**config.mk**
```make
export PLATFORM = sky130hd
export DESIGN_NAME = alu_mul_sequencer
export DESIGN_NICKNAME = d
export VERILOG_FILES = /design/src/rtl/alu_pkg.sv /design/src/rtl/alu_mul_sequencer.sv
export SDC_FILE = /design/constraint.sdc
export NUM_CORES = 1
export LEC_CHECK = 0
export ABC_CLOCK_PERIOD_IN_PS = 1900
export BUFFER_PORTS_ARGS = -buffer_cell sky130_fd_sc_hd__buf_2
export CORE_UTILIZATION = 33
export DETAILED_ROUTE_END_ITERATION = 8
export GPL_TIMING_DRIVEN = 0
export PLACE_DENSITY = 0.63
export SYNTH_ARGS = -nofsm -noshare
export SYNTH_HDL_FRONTEND = slang
export SYNTH_SLANG_ARGS = --single-unit
```
**constraint.sdc**
```tcl
create_clock -name clk -period 1.9 [get_ports clk]
set_input_delay 0.19 -clock clk [delete_from_list [all_inputs] [get_ports clk]]
set_output_delay 0.19 -clock clk [all_outputs]
set_load 0.03 [all_outputs]
```
**src/rtl/alu_pkg.sv**
```systemverilog
// alu_pkg: constants and types shared by the ALU datapath and the iterative
// multiplier sequencer.
//   - aluctrl codes (ALU_ADD is the only one the sequencer drives)
//   - mul_state_e: the three-state control FSM of alu_mul_sequencer
package alu_pkg;

    localparam logic [2:0] ALU_ADD = 3'b000;
    localparam logic [2:0] ALU_SUB = 3'b001;
    localparam logic [2:0] ALU_AND = 3'b010;
    localparam logic [2:0] ALU_OR  = 3'b011;
    localparam logic [2:0] ALU_XOR = 3'b100;
    localparam logic [2:0] ALU_SLT = 3'b101;
    localparam logic [2:0] ALU_SLL = 3'b110;
    localparam logic [2:0] ALU_SRL = 3'b111;

    typedef enum logic [1:0] {
        IDLE = 2'd0,
        RUN  = 2'd1,
        DONE = 2'd2
    } mul_state_e;

endpackage

```
**src/rtl/alu_mul_sequencer.sv**
```systemverilog
// alu_mul_sequencer: shift-add multiplier that borrows the shared ALU adder
// to produce the low D_WIDTH bits of mcand*mplier.
//
// Ports:
//   clk, rst           clock; synchronous active-high reset
//   start, ready       request handshake: a request is taken on a rising edge
//                      where start=1 and ready=1 (ready is high only in IDLE);
//                      start in any other state is ignored
//   mcand, mplier      operands, captured with the accepted start
//   busy               high while the adder is owned (RUN); ALU operand mux select
//   done, product      one-cycle done pulse; product held until overwritten
//   alu_op1, alu_op2   accumulator / shifted multiplicand to the ALU (0 outside RUN)
//   alusrc, aluctrl    constant register-operand / ADD control for the ALU
//   alu_result         combinational ALU sum, consumed in the same cycle
//   fsm_state          current FSM state, for observation
module alu_mul_sequencer
    import alu_pkg::*;
#(
    parameter int D_WIDTH = 32
) (
    input  logic               clk,
    input  logic               rst,
    input  logic               start,
    input  logic [D_WIDTH-1:0] mcand,
    input  logic [D_WIDTH-1:0] mplier,
    output logic               ready,
    output logic               busy,
    output logic               done,
    output logic [D_WIDTH-1:0] product,
    output logic [D_WIDTH-1:0] alu_op1,
    output logic [D_WIDTH-1:0] alu_op2,
    output logic               alusrc,
    output logic [2:0]         aluctrl,
    input  logic [D_WIDTH-1:0] alu_result,
    output logic [1:0]         fsm_state
);

    mul_state_e         state;
    logic [D_WIDTH-1:0] acc;
    logic [D_WIDTH-1:0] mc;
    logic [D_WIDTH-1:0] mp;

    // Accumulator value after this RUN cycle: add only when the current
    // multiplier bit is set.
    logic [D_WIDTH-1:0] acc_next;
    assign acc_next = mp[0] ? alu_result : acc;

    always_ff @(posedge clk) begin
        if (rst) begin
            state   <= IDLE;
            acc     <= '0;
            mc      <= '0;
            mp      <= '0;
            product <= '0;
        end else begin
            case (state)
                IDLE: begin
                    if (start) begin
                        acc <= '0;
                        if (mcand == '0 || mplier == '0) begin
                            // Trivial product: skip RUN, adder never borrowed.
                            product <= '0;
                            state   <= DONE;
                        end else begin
                            mc    <= mcand;
                            mp    <= mplier;
                            state <= RUN;
                        end
                    end
                end
                RUN: begin
                    acc <= acc_next;
                    mc  <= mc << 1;
                    mp  <= mp >> 1;
                    // Stop once no set multiplier bits remain; the product
                    // is loaded together with the move to DONE so it is
                    // valid in the same cycle as the done pulse.
                    if ((mp >> 1) == '0) begin
                        product <= acc_next;
                        state   <= DONE;
                    end
                end
                DONE: begin
                    state <= IDLE;
                end
                default: begin
                    state <= IDLE;
                end
            endcase
        end
    end

    assign ready     = (state == IDLE);
    assign busy      = (state == RUN);
    assign done      = (state == DONE);
    assign alu_op1   = busy ? acc : '0;
    assign alu_op2   = busy ? mc  : '0;
    assign alusrc    = 1'b0;
    assign aluctrl   = ALU_ADD;
    assign fsm_state = state;

endmodule

```
==> results of run 1 <==
placed cells by master (no fill, tap or decap), drive strengths merged, types with 34 or more instances in the layout:
cell	netlist	layout
buf	29	242
dfxtp	130	130
nand2	126	126
nor2	96	96
a21oi	94	94
and2	64	64
mux2	64	64
a211oi	62	62
clkbuf	40	54
nor2b	34	34
stage by stage:
| stage | instance area (µm²) | utilization (%) | std cells | total power [mW] |
|---|---|---|---|---|
| 4_1_cts | 8710 | 44.8 | 1285 | 7.89 |
| 3_3_place_gp | 7880 | 40.5 | 1252 | 4.37 |
| 6_report | 9130 | 46.9 | 1295 | 7.95 |
| 5_1_grt | 9120 | 46.9 | 1294 | 8.30 |
| 2_1_floorplan | 6560 | - | 789 | 3.93 |
| 3_5_place_dp | 7880 | 40.5 | 1252 | 4.38 |
registers in the layout, summed over array words and instances (netlist names):
register and flops:
mp 32, mc 32, acc 32, product 32
fsm_state 2
power groups by stage:
| stage | Clock [mW] | Combinational [mW] | Sequential [mW] |
|---|---|---|---|
| after floorplan | 0 | 0.872 | 3.06 |
| after global placement | 0 | 1.29 | 3.08 |
| after detailed placement | 0 | 1.30 | 3.08 |
| after CTS | 3.49 | 1.37 | 3.03 |
| after global routing | 3.61 | 1.61 | 3.09 |
| final | 3.42 | 1.47 | 3.06 |
final cells by class:
cell class	count	area, µm²	share of cell area, %
diodes	2	5.00	0.0548
plain buffers	66	460	5.05
clock buffers	20	467	5.11
clock inverters	12	155	1.70
inverters	2	15.0	0.165
multi-input cells	588	3720	40.7
flip-flops and latches	130	2620	28.7
well taps	265	332	3.63
repair buffers	210	1360	14.9
per-layer routing:
layer	routed length, µm	vias to the layer above	global-route usage [%]
li1	-	3156	-
met1	9310	2948	25.4
met2	9450	151	30.8
met3	657	27	4.16
met4	457	0	7.92
met5	0	-	0
cell families (layout without fill, tap and decap cells):
family	Yosys count	in the layout	synth area share, %
buffers and inverters	71	310	5.50
flip-flops	130	130	39.8
other	1	6	0.0574
AO/OA/AOI/OAI	163	163	15.6
AND/OR/NAND/NOR	355	355	26.0
multiplexers	66	66	13.0
critical path, cell delays in order (launching register included):
cell and delay [ns]:
dfxtp_2 0.34, nor4_4 0.28, nand4_1 0.20, o21ai_2 0.20, nand3b_4 0.20, clkbuf_16 0.23, mux2_4 0.29
timing repair:
item	4_1_cts	5_1_grt
buffers inserted	3	6
endpoints found under the setup margin	169	95
gates cloned	0	3
resized for setup	65	120
pin swaps	1	9
worst paths after layout:
| kind | start | to | slack [ns] | depth (start not counted) |
|---|---|---|---|---|
| hold reg to reg | mc[31]$_SDFFE_PP0P_ | mc[31]$_SDFFE_PP0P_ | 0.46 | 2 |
| setup / recovery | mp[30]$_SDFFE_PP0P_ | product[10]$_SDFFE_PP0P_ | 0.03 | 6 |
| setup reg to reg | mp[30]$_SDFFE_PP0P_ | product[10]$_SDFFE_PP0P_ | 0.03 | 6 |
| hold / removal | start | fsm_state[0]$_SDFFE_PP0P_ | 0.1 | 3 |
==> flow_summary.json, run 1 <==
{
  "status": "complete, no violations",
  "yosys_warnings": 0,
  "globalplace.congestion": 0.801,
  "synth_top_area_share_pct": 39.8,
  "synth_edf_count": 0,
  "dp_slack_ns": -0.561,
  "synth_area_per_cell_um2": 8.31,
  "synth-seq-cells": 130,
  "power_frac_comb_pct": 18.5,
  "maxCapViolCount": 0,
  "die_w_um": 143,
  "critPathKind": "flop to flop",
  "yosysMostFrequentCell": "dfxtp_1",
  "hold_path_class": "primary input to flop",
  "fp.dieH_um": 143,
  "start_util_pct": 33.6,
  "internal_power_mw": 5.72,
  "wirelength_mm": 19.9,
  "cts_buffer_depth": 2,
  "htreeDepth": 4,
  "synth_area_leader_cell": "dfxtp_1",
  "synth_area_leaders": "dfxtp_1 40%, nand2_1 7.2%, a21oi_1 7.2%",
  "timing.final.ws_setup_ns": 0.0325,
  "hold_slack_ns": 0.0955,
  "tightest_slew_ns": 0.575,
  "p_sw_share_pct": 28.1,
  "hold_violations": 0,
  "track_usage_pct": 19.4,
  "worst_ep_required_time_ns": 2.20,
  "grt.overflow.total": 0,
  "vias": 6282,
  "fp.dieArea_mm2": 0.0204,
  "path_clk_slew_ns": 0.06,
  "p_seq_share_pct": 38.5,
  "drt_iter0_drc": 217,
  "port_buffers": 198,
  "p_leak_nw": 4.01,
  "post_drt_wl_per_cell_um": 15.3,
  "finalCritPeriodShare_pct": 98.3,
  "clock.fmax_mhz": 535,
  "ir_drop_v": 0.000511,
  "drtPass1Iterations": 4,
  "cts_hold_buf": 0,
  "area_growth_pct": 39.7,
  "cts_buffers": 17,
  "cts_sinks": 130,
  "clkLatencyLatePin_ns": 0.42,
  "worstSetupEndpointType": "flop",
  "cts-root-buf": "clkbuf_16",
  "via_per_inst": 4.85,
  "syn-instance-count": 786,
  "clockPowerShare_pct": 43.0,
  "rsz0062_at_grt": "yes",
  "synthTopCellsByCount": "130 x dfxtp_1, 126 x nand2_1, 96 x nor2_1",
  "drv_slew": 0,
  "min_period_ns": 1.87,
  "fin_nets": 1114,
  "antenna_found_initial": 1,
  "syn-cell-area_mm2": 0.00653,
  "setup_viol": 0,
  "ys_seq_area_share_pct": 39.8,
  "drtAntennaViolNets": 0,
  "crit_fanout": 7,
  "io_pins": 204,
  "grt_pass1_wl_mm": 30.6,
  "start_kind": "flop",
  "grt_start_max_net_pins": 20,
  "fin_tns_setup_ns": 0,
  "arrival_ns": 2.17,
  "row_count": 51,
  "cts_tree": "built",
  "grt_pass1_vias": 5920,
  "switchingPower_mw": 2.24,
  "maxSlewHeadroom_pct": 61.7,
  "hpwl_mm": 14.3,
  "netlist-cell-type-count": 32,
  "drc_errors": 0,
  "fillers": 1890,
  "ys.flop_type": "dfxtp_1",
  "async_reset_ff_share_pct": 0,
  "layout-drive-gt1-share_pct": 37.0,
  "core_mm2": 0.0195,
  "timing.clock.skew_ns": 0.00800,
  "power_density_mw_per_mm2": 871
}
No activity file was read; power rests on OpenSTA's default activity.
==> run 2: changes to the inputs <==
--- a/config.mk
+++ b/config.mk
@@ -7,10 +7,12 @@
 export LEC_CHECK = 0
 export ABC_CLOCK_PERIOD_IN_PS = 1900
 export BUFFER_PORTS_ARGS = -buffer_cell sky130_fd_sc_hd__buf_2
-export CORE_UTILIZATION = 33
+export CELL_PAD_IN_SITES_DETAIL_PLACEMENT = 2
+export CELL_PAD_IN_SITES_GLOBAL_PLACEMENT = 2
+export CORE_UTILIZATION = 29
 export DETAILED_ROUTE_END_ITERATION = 8
 export GPL_TIMING_DRIVEN = 0
-export PLACE_DENSITY = 0.63
+export PLACE_DENSITY = 0.87
 export SYNTH_ARGS = -nofsm -noshare
 export SYNTH_HDL_FRONTEND = slang
 export SYNTH_SLANG_ARGS = --single-unit
==> run 2 against run 1 <==
Effect of this change:
- via count grew 4.0%
- utilization decreased by 5.3 points
- cell count increased by 1.4%
- clock power barely moved
- cell area hardly changed
- maximum frequency decreased by 0.77%
- clock skew is 0.0082 ns higher
- the run now ends with DRC left
- sequential power about the same
- combinational power increased by 5%
- sequential share of layout area about the same
- largest cell class unchanged
- flip-flop and latch count unchanged
==> flow_summary.json, run 2 (same netlist as run 1, synthesis figures left out) <==
{
  "fp.dieArea_mm2": 0.0231,
  "grt_pass1_wl_mm": 40.2,
  "via_per_inst": 4.98,
  "hold_slack_ns": 0.101,
  "fin_nets": 1119,
  "cts_buffer_depth": 2,
  "min_period_ns": 1.88,
  "hpwl_mm": 18.5,
  "drc_errors": 28,
  "path_clk_slew_ns": 0.06,
  "ir_drop_v": 0.000396,
  "hold_violations": 0,
  "htreeDepth": 4,
  "worst_ep_required_time_ns": 2.21,
  "switchingPower_mw": 2.43,
  "start_kind": "flop",
  "layout-drive-gt1-share_pct": 37.4,
  "port_buffers": 198,
  "dp_slack_ns": -0.706,
  "arrival_ns": 2.19,
  "grt_start_max_net_pins": 17,
  "cts_tree": "built",
  "post_drt_wl_per_cell_um": 19.5,
  "status": "finished, violations left",
  "internal_power_mw": 5.62,
  "core_mm2": 0.0220,
  "drv_slew": 0,
  "grt_pass1_vias": 7142,
  "maxSlewHeadroom_pct": 60.5,
  "row_count": 54,
  "p_sw_share_pct": 30.1,
  "clkLatencyLatePin_ns": 0.43,
  "fp.dieH_um": 152,
  "cts-root-buf": "clkbuf_16",
  "worstSetupEndpointType": "flop",
  "timing.clock.skew_ns": 0.0162,
  "vias": 6535,
  "cts_sinks": 130,
  "clockPowerShare_pct": 42.8,
  "rsz0062_at_grt": "yes",
  "tightest_slew_ns": 0.592,
  "violations": "DRC",
  "finalCritPeriodShare_pct": 99.1,
  "critPathKind": "flop to flop",
  "layout_commonest_cell": "buf_2",
  "clock.fmax_mhz": 531,
  "final_cell_mix": "151 x buf_2, 126 x nand2_1, 123 x dfxtp_1",
  "cts_buffers": 17,
  "drtAntennaViolNets": 0,
  "power_density_mw_per_mm2": 881,
  "track_usage_pct": 22.3,
  "antenna_found_initial": 0,
  "p_seq_share_pct": 38.1,
  "finish.utilization_pct": 41.6,
  "drtPass1Iterations": 7,
  "p_leak_nw": 4.01,
  "power_frac_comb_pct": 19.1,
  "setup_viol": 0,
  "grt.overflow.total": 0,
  "maxCapViolCount": 0,
  "hold_path_class": "primary input to flop",
  "globalplace.congestion": 0.791,
  "drt_iter0_drc": 209,
  "start_util_pct": 29.7,
  "io_pins": 204,
  "area_growth_pct": 39.7,
  "n_antenna_cell": 0,
  "crit_fanout": 10,
  "finalPower_mw": 8.05,
  "wirelength_mm": 25.6,
  "die_w_um": 152,
  "timing.final.ws_setup_ns": 0.0180
}
run 2: final cells by class:
type	count	area, µm²
inverter	2	15.0
clock inverter	15	183
multi-input combinational	588	3700
sequential	130	2620
tap	280	350
timing repair buffer	214	1330
buffer	67	504
clock buffer	17	425
fill	2450	12800
run 2: layer usage:
layer	GRT usage [%]	vias to the layer above	routed length (µm)
met5	0	-	0
met4	8.36	0	569
met3	4.08	33	860
met2	38.4	146	12700
met1	27.5	3193	11500
li1	-	3163	-
run 2: path summary, 6_finish.rpt:
path / start / slack, ns / depth (start not counted) / to
max reg2reg: mp[19]$_SDFFE_PP0P_ / 0.02 / 6 / product[9]$_SDFFE_PP0P_
max: mp[19]$_SDFFE_PP0P_ / 0.02 / 6 / product[9]$_SDFFE_PP0P_
min reg2reg: mc[31]$_SDFFE_PP0P_ / 0.46 / 2 / mc[31]$_SDFFE_PP0P_
min: mcand[0] / 0.10 / 3 / mc[0]$_SDFFE_PP0P_
run 2: through the flow:
stage	cells	TNS [ns]	instance area [µm²]
floorplan	789	0	6560
global placement	1267	-87.58	7900
detailed placement	1267	-99.42	7900
CTS	1305	-0.0219	8940
global route	1313	-1.17	9130
finish	1313	0	9130
run 2: worst max-delay path, cell delays in order, from the launching register on:
cell	delay, ns
dfxtp_1	0.32
nor4_1	0.31
nand4_1	0.23
o21ai_2	0.23
nand3b_4	0.17
buf_12	0.20
mux2_4	0.30
run 2: repair_timing:
action	4_1_cts	5_1_grt
pin swaps	5	2
setup endpoints to repair	194	148
setup buffers	8	7
hold buffers	0	0
resized for setup	110	57
gates cloned	0	1
run 2: power groups by stage:
stage | Sequential [mW] | Clock, mW | Combinational (mW)
after floorplan | 3.06 | 0 | 0.872
after global placement | 3.08 | 0 | 1.32
after detailed placement | 3.09 | 0 | 1.36
final | 3.07 | 3.44 | 1.54
after CTS | 3.06 | 3.49 | 1.50
after global routing | 3.09 | 3.62 | 1.67
